[src/rtl/mips_multicycle_controller.sv]
// Multi-cycle MIPS control FSM: fetch/decode/execute sequencing, datapath controls,
// memory-wait timeout and retired-instruction count. Define MIPS_CTRL_BNE_EN to accept bne.
//   state    | meaning
//   IDLE     | waiting for start
//   FETCH    | instruction read, PC+4 on mem_ready
//   DECODE   | branch target into ALUOut, dispatch on opcode
//   R_EXEC   | R-type ALU operation
//   R_WB     | R-type result to rd
//   MEM_ADDR | lw/sw effective address
//   MEM_RD   | data read
//   MEM_WB   | MDR to rt
//   MEM_WR   | data write
//   I_EXEC   | addi/slti ALU operation
//   I_WB     | immediate result to rt
//   BRANCH   | beq/bne compare and conditional PC load
//   JUMP     | j
//   JAL      | jal: jump and link to $31
//   JR       | jr
//   HALT     | stopped with err_code, exit by rst only
module mips_multicycle_controller #(
    parameter int TIMEOUT_CYCLES = 16,
    parameter int CNT_W          = 32
) (
    input  logic             clk,
    input  logic             rst,
    input  logic             start,
    input  logic [5:0]       opcode,
    input  logic [5:0]       funct,
    input  logic             zero,
    input  logic             mem_ready,
    output logic             pc_en,
    output logic             i_or_d,
    output logic             mem_read,
    output logic             mem_write,
    output logic             ir_write,
    output logic [1:0]       reg_dst,
    output logic [1:0]       mem_to_reg,
    output logic             reg_write,
    output logic             alu_src_a,
    output logic [1:0]       alu_src_b,
    output logic [2:0]       alu_op,
    output logic [1:0]       pc_source,
    output logic             halted,
    output logic [1:0]       err_code,
    output logic [CNT_W-1:0] instr_count
);
    localparam int WAIT_W = $clog2(TIMEOUT_CYCLES + 1);

    localparam logic [2:0] ALU_AND = 3'b000;
    localparam logic [2:0] ALU_OR  = 3'b001;
    localparam logic [2:0] ALU_ADD = 3'b010;
    localparam logic [2:0] ALU_SUB = 3'b110;
    localparam logic [2:0] ALU_SLT = 3'b111;

    localparam logic [5:0] OP_RTYPE = 6'b000000;
    localparam logic [5:0] OP_LW    = 6'b100011;
    localparam logic [5:0] OP_SW    = 6'b101011;
    localparam logic [5:0] OP_BEQ   = 6'b000100;
`ifdef MIPS_CTRL_BNE_EN
    localparam logic [5:0] OP_BNE   = 6'b000101;
`endif
    localparam logic [5:0] OP_ADDI  = 6'b001000;
    localparam logic [5:0] OP_SLTI  = 6'b001010;
    localparam logic [5:0] OP_J     = 6'b000010;
    localparam logic [5:0] OP_JAL   = 6'b000011;

    localparam logic [5:0] FN_JR  = 6'b001000;
    localparam logic [5:0] FN_ADD = 6'b100000;
    localparam logic [5:0] FN_SUB = 6'b100010;
    localparam logic [5:0] FN_AND = 6'b100100;
    localparam logic [5:0] FN_OR  = 6'b100101;
    localparam logic [5:0] FN_SLT = 6'b101010;

    localparam logic [1:0] ERR_NONE    = 2'b00;
    localparam logic [1:0] ERR_ILLEGAL = 2'b01;
    localparam logic [1:0] ERR_TIMEOUT = 2'b10;

    typedef enum logic [3:0] {
        S_IDLE, S_FETCH, S_DECODE, S_R_EXEC, S_R_WB, S_MEM_ADDR, S_MEM_RD, S_MEM_WB,
        S_MEM_WR, S_I_EXEC, S_I_WB, S_BRANCH, S_JUMP, S_JAL, S_JR, S_HALT
    } state_t;

    state_t            state, state_nxt;
    logic [WAIT_W-1:0] wait_cnt, wait_cnt_nxt;
    logic [1:0]        err_q, err_nxt;
    logic              wait_state, timeout, retire;
`ifdef MIPS_CTRL_BNE_EN
    logic              is_bne, is_bne_nxt;
`endif

    // Timeout fires on the cycle that would bring the count to TIMEOUT_CYCLES.
    assign wait_state   = (state == S_FETCH) || (state == S_MEM_RD) || (state == S_MEM_WR);
    assign timeout      = wait_state && !mem_ready && (wait_cnt == WAIT_W'(TIMEOUT_CYCLES - 1));
    assign wait_cnt_nxt = (wait_state && !mem_ready && !timeout) ? wait_cnt + WAIT_W'(1) : '0;
    assign retire       = (state_nxt == S_FETCH) && (state != S_FETCH) && (state != S_IDLE);
    assign err_code     = err_q;

    always_ff @(posedge clk or posedge rst) begin
        if (rst) begin
            state       <= S_IDLE;
            wait_cnt    <= '0;
            err_q       <= ERR_NONE;
            instr_count <= '0;
`ifdef MIPS_CTRL_BNE_EN
            is_bne      <= 1'b0;
`endif
        end else begin
            state    <= state_nxt;
            wait_cnt <= wait_cnt_nxt;
            err_q    <= err_nxt;
            if (retire) instr_count <= instr_count + CNT_W'(1);
`ifdef MIPS_CTRL_BNE_EN
            is_bne   <= is_bne_nxt;
`endif
        end
    end

    always_comb begin
        state_nxt  = state;
        err_nxt    = err_q;
        pc_en      = 1'b0;
        i_or_d     = 1'b0;
        mem_read   = 1'b0;
        mem_write  = 1'b0;
        ir_write   = 1'b0;
        reg_dst    = 2'b00;
        mem_to_reg = 2'b00;
        reg_write  = 1'b0;
        alu_src_a  = 1'b0;
        alu_src_b  = 2'b00;
        alu_op     = ALU_ADD;
        pc_source  = 2'b00;
        halted     = 1'b0;
`ifdef MIPS_CTRL_BNE_EN
        is_bne_nxt = is_bne;
`endif
        case (state)
            S_IDLE: if (start) state_nxt = S_FETCH;
            S_FETCH: begin
                mem_read  = 1'b1;
                alu_src_b = 2'b01;
                if (mem_ready) begin
                    ir_write  = 1'b1;
                    pc_en     = 1'b1;
                    state_nxt = S_DECODE;
                end else if (timeout) begin
                    state_nxt = S_HALT;
                    err_nxt   = ERR_TIMEOUT;
                end
            end
            S_DECODE: begin
                alu_src_b = 2'b11;
`ifdef MIPS_CTRL_BNE_EN
                is_bne_nxt = (opcode == OP_BNE);
`endif
                case (opcode)
                    OP_RTYPE:     state_nxt = (funct == FN_JR) ? S_JR : S_R_EXEC;
                    OP_LW, OP_SW: state_nxt = S_MEM_ADDR;
                    OP_BEQ:       state_nxt = S_BRANCH;
`ifdef MIPS_CTRL_BNE_EN
                    OP_BNE:       state_nxt = S_BRANCH;
`endif
                    OP_ADDI, OP_SLTI: state_nxt = S_I_EXEC;
                    OP_J:         state_nxt = S_JUMP;
                    OP_JAL:       state_nxt = S_JAL;
                    default: begin
                        state_nxt = S_HALT;
                        err_nxt   = ERR_ILLEGAL;
                    end
                endcase
            end
            S_R_EXEC: begin
                alu_src_a = 1'b1;
                state_nxt = S_R_WB;
                case (funct)
                    FN_ADD: alu_op = ALU_ADD;
                    FN_SUB: alu_op = ALU_SUB;
                    FN_AND: alu_op = ALU_AND;
                    FN_OR:  alu_op = ALU_OR;
                    FN_SLT: alu_op = ALU_SLT;
                    default: begin
                        state_nxt = S_HALT;
                        err_nxt   = ERR_ILLEGAL;
                    end
                endcase
            end
            S_R_WB: begin
                reg_write = 1'b1;
                reg_dst   = 2'b01;
                state_nxt = S_FETCH;
            end
            S_MEM_ADDR: begin
                alu_src_a = 1'b1;
                alu_src_b = 2'b10;
                state_nxt = (opcode == OP_LW) ? S_MEM_RD : S_MEM_WR;
            end
            S_MEM_RD: begin
                mem_read = 1'b1;
                i_or_d   = 1'b1;
                if (mem_ready) state_nxt = S_MEM_WB;
                else if (timeout) begin
                    state_nxt = S_HALT;
                    err_nxt   = ERR_TIMEOUT;
                end
            end
            S_MEM_WB: begin
                reg_write  = 1'b1;
                mem_to_reg = 2'b01;
                state_nxt  = S_FETCH;
            end
            S_MEM_WR: begin
                mem_write = 1'b1;
                i_or_d    = 1'b1;
                if (mem_ready) state_nxt = S_FETCH;
                else if (timeout) begin
                    state_nxt = S_HALT;
                    err_nxt   = ERR_TIMEOUT;
                end
            end
            S_I_EXEC: begin
                alu_src_a = 1'b1;
                alu_src_b = 2'b10;
                alu_op    = (opcode == OP_SLTI) ? ALU_SLT : ALU_ADD;
                state_nxt = S_I_WB;
            end
            S_I_WB: begin
                reg_write = 1'b1;
                state_nxt = S_FETCH;
            end
            S_BRANCH: begin
                alu_src_a = 1'b1;
                alu_op    = ALU_SUB;
                pc_source = 2'b01;
`ifdef MIPS_CTRL_BNE_EN
                pc_en     = zero ^ is_bne;
`else
                pc_en     = zero;
`endif
                state_nxt = S_FETCH;
            end
            S_JUMP: begin
                pc_source = 2'b10;
                pc_en     = 1'b1;
                state_nxt = S_FETCH;
            end
            S_JAL: begin
                pc_source  = 2'b10;
                pc_en      = 1'b1;
                reg_write  = 1'b1;
                reg_dst    = 2'b10;
                mem_to_reg = 2'b10;
                state_nxt  = S_FETCH;
            end
            S_JR: begin
                pc_source = 2'b11;
                pc_en     = 1'b1;
                state_nxt = S_FETCH;
            end
            S_HALT: halted = 1'b1;
            default: state_nxt = S_IDLE;
        endcase
    end
endmodule

[config.mk]
export PLATFORM = sky130hd
export DESIGN_NAME = mips_multicycle_controller
export DESIGN_NICKNAME = d
export VERILOG_FILES = /design/src/rtl/mips_multicycle_controller.sv
export SDC_FILE = /design/constraint.sdc
export NUM_CORES = 1
export LEC_CHECK = 0
export BUFFER_PORTS_ARGS = -buffer_cell sky130_fd_sc_hd__buf_2
export CAP_MARGIN = 20
export CORE_UTILIZATION = 57
export CTS_CLUSTER_DIAMETER = 50
export DETAILED_ROUTE_END_ITERATION = 10
export PLACE_DENSITY = 0.95
export SLEW_MARGIN = 20
export SYNTH_ARGS = -nofsm -noshare
export SYNTH_HDL_FRONTEND = slang
export SYNTH_SLANG_ARGS = --single-unit
[constraint.sdc]
create_clock -name clk -period 7.7 [get_ports clk]
set_clock_uncertainty 0.2 [all_clocks]
set_input_delay 1.155 -clock clk [delete_from_list [all_inputs] [get_ports clk]]
set_output_delay 1.155 -clock clk [all_outputs]
set_load 0.05 [all_outputs]
==> flow_summary.yaml <==
run_status:
  outcome: "complete, but fails checks"
  violations: "DRC"
cells_and_area:
  final_cells: 427
  final_common_cell: "buf_2"
  final_nets: 394
  drive_gt1_share_pct: 22.7
  area_delta_synth_final_pct: 18.0
  antennaDiodeCount: 0
  final_cell_mix: "buf_2, dfrtp_1, nor2_1"
detailed_routing:
  num_vias: 2716
  drtIter0Drc: 301
  top_layer_used: "met4"
  ant_nets: 0
  m1WireLength_mm: 2.85
  drt-total-wl_mm: 7.17
  post_drt_wl_per_cell_um: 16.8
  dr.pass1.iters: 8
  vias_per_cell: 6.36
  wl_met3_um: 514
  wl_met2_mm: 3.68
  drc: 10
yosys:
  avgSynthCellArea_um2: 8.64
  yosysUniqueCellTypes: 50
  syn_nets: 332
  yosys.area.top_type: "dfrtp_1"
  syn_inst: 312
  syn_area_mm2: 0.00270
  synth_top_area_share_pct: 39.9
  async_flop_share_pct: 100
  synthTopCellsByArea: "dfrtp_1, xor2_1, xnor2_1"
  synth_top_flop_cell: "dfrtp_1"
  ys_seq_elements: 43
  synth_warnings: 0
  synth_edf_count: 0
  seq_area_frac_synth_pct: 39.9
worst_setup_path:
  cp.required_ps: 7730
  crit_path_end_kind: "register"
  path_delay_family: "simple AND/OR/NAND/NOR gates"
  crit_chain: "buf_2 -> or4_4 -> a211oi_2 -> o21ai_1 -> or3_4 -> a211o_1 -> or3_4 -> nor4_1 -> xor2_1"
  arrival_ps: 3950
  start_kind: "input pin"
  path_class: "in -> reg"
  slowest_delay_ps: 560
  cp_slowest_cell: "or4_4"
  crit_buf_inv: 1
  crit_fanout: 20
  cp_common_cell: "or3_4"
power_and_ir_drop:
  leakage_nw: 1.59
  peakVddDrop_mv: 0.279
  power_density_mw_per_mm2: 356
floorplan:
  io_pins: 70
  dieArea_mm2: 0.00501
  fp.dieW_um: 70.8
  core_mm2: 0.00444
  placement_rows: 24
  initial_core_util_pct: 60.7
  die_y_um: 70.8
clocking:
  cts_tree: "done"
  cts_buffers: 5
  clock_path_buffers: 2
  clk_latency_ps: 300
  cts.clk_slew.worst_paths_ps: 80
  ctsRootBufferMaster: "clkbuf_8"
  htreeDepth: 2
  postCtsSetupRepairBufs: 0
  clock-sinks: 43
  cts_hold_buffers: 0
  post_cts_resized: 0
hold_path:
  hold_path.class: "reg -> reg"
global_route:
  grt_pass1_vias: 2453
  grt_max_degree: 44
  track_usage_pct: 28.9
  antenna_found_initial: 0
  gr-total-overflow: 0
  grt_pass1_wl_mm: 11.5
sta:
  tightest_slew_ps: 719
  period_share_pct: 50.9
  slew_violations: 0
  post-route-min-period_ps: 3920
  fin_tns_setup_ps: 0
  rsz0062_at_grt: "no"
  setup_viol: 0
  slew_headroom_pct: 51.7
  max_freq_mhz: 255
  holdWs_ps: 295
  hold_viol_final: 0
placed_design:
  place.port_buffers: 69
  dp_hpwl_mm: 4.96
  routabilityCongestion: 0.997
  dp_cells: 419
flow_run:
  max_cap_viol_count: 0
[worst paths after layout]
check / start / endpoint / slack (ps) / depth (start not counted)
setup reg to reg: state[1] / instr_count[7] / 4150 / 8
max in group asynchronous: rst / instr_count[10] / 6160 / 3
min in group asynchronous: rst / instr_count[18] / 770 / 3
setup / recovery: opcode[0] / instr_count[7] / 3780 / 9
hold reg to reg: instr_count[11] / instr_count[11] / 300 / 1
hold / removal: instr_count[11] / instr_count[11] / 300 / 1
[report_power, final]
| group | total (W) | switching (W) | internal (W) |
|---|---|---|---|
| Combinational | 0.000584 | 0.000412 | 0.000172 |
| Clock | 0.000207 | 0.0000772 | 0.000130 |
| Sequential | 0.000341 | 0.0000898 | 0.000251 |
[final cells by class]
cell class / count / area [µm²]
clock buffer: 6 / 72.6
sequential: 43 / 1080
tap: 52 / 65.1
fill: 356 / 1260
timing repair buffer: 71 / 360
multi-input combinational: 243 / 1510
inverter: 10 / 37.5
clock inverter: 2 / 60.1
[cell families (layout without fill, tap and decap cells)]
group	count (synthesis)	count (layout)	synth area share, %
flip-flops	43	43	39.9
XOR/XNOR	36	36	11.7
AO/OA/AOI/OAI	55	55	13.6
AND/OR/NAND/NOR	149	149	29.3
adder cells (fa/ha/maj)	3	3	1.39
buffers and inverters	26	89	4.08
[synthesized netlist by cell type (all sizes together) (10+ instances only)]
| cell | instances |
|---|---|
| clkbuf | 10 |
| nor3 | 24 |
| nand4 | 17 |
| nand2 | 23 |
| o21ai | 13 |
| dfrtp | 43 |
| xor2 | 21 |
| inv | 10 |
| a21oi | 12 |
| nand3 | 15 |
| xnor2 | 15 |
| nor2 | 27 |
| and3 | 10 |
[metrics by stage]
step / area [µm²] / power, W / setup slack [ps] / utilization (%)
2_1_floorplan: 2700 / 0.000796 / 3470 / -
3_5_place_dp: 3050 / 0.000913 / 3520 / 68.6
3_3_place_gp: 3050 / 0.000904 / 3640 / 68.6
6_report: 3180 / 0.00113 / 3780 / 71.6
5_1_grt: 3180 / 0.00119 / 3720 / 71.6
4_1_cts: 3180 / 0.00112 / 3790 / 71.6
[sequential cells by signal, indices dropped and copies added, names as in the netlist]
register and count:
wait_cnt 5, instr_count 32, state 4, err_code 2
[metal layers]
layer | GRT usage [%] | vias to the layer above
met5 | 0 | -
met4 | 11.8 | 0
met3 | 5.13 | 12
met2 | 49.0 | 152
met1 | 36.9 | 1301
li1 | - | 1251
No activity file was read; power rests on OpenSTA's default activity.
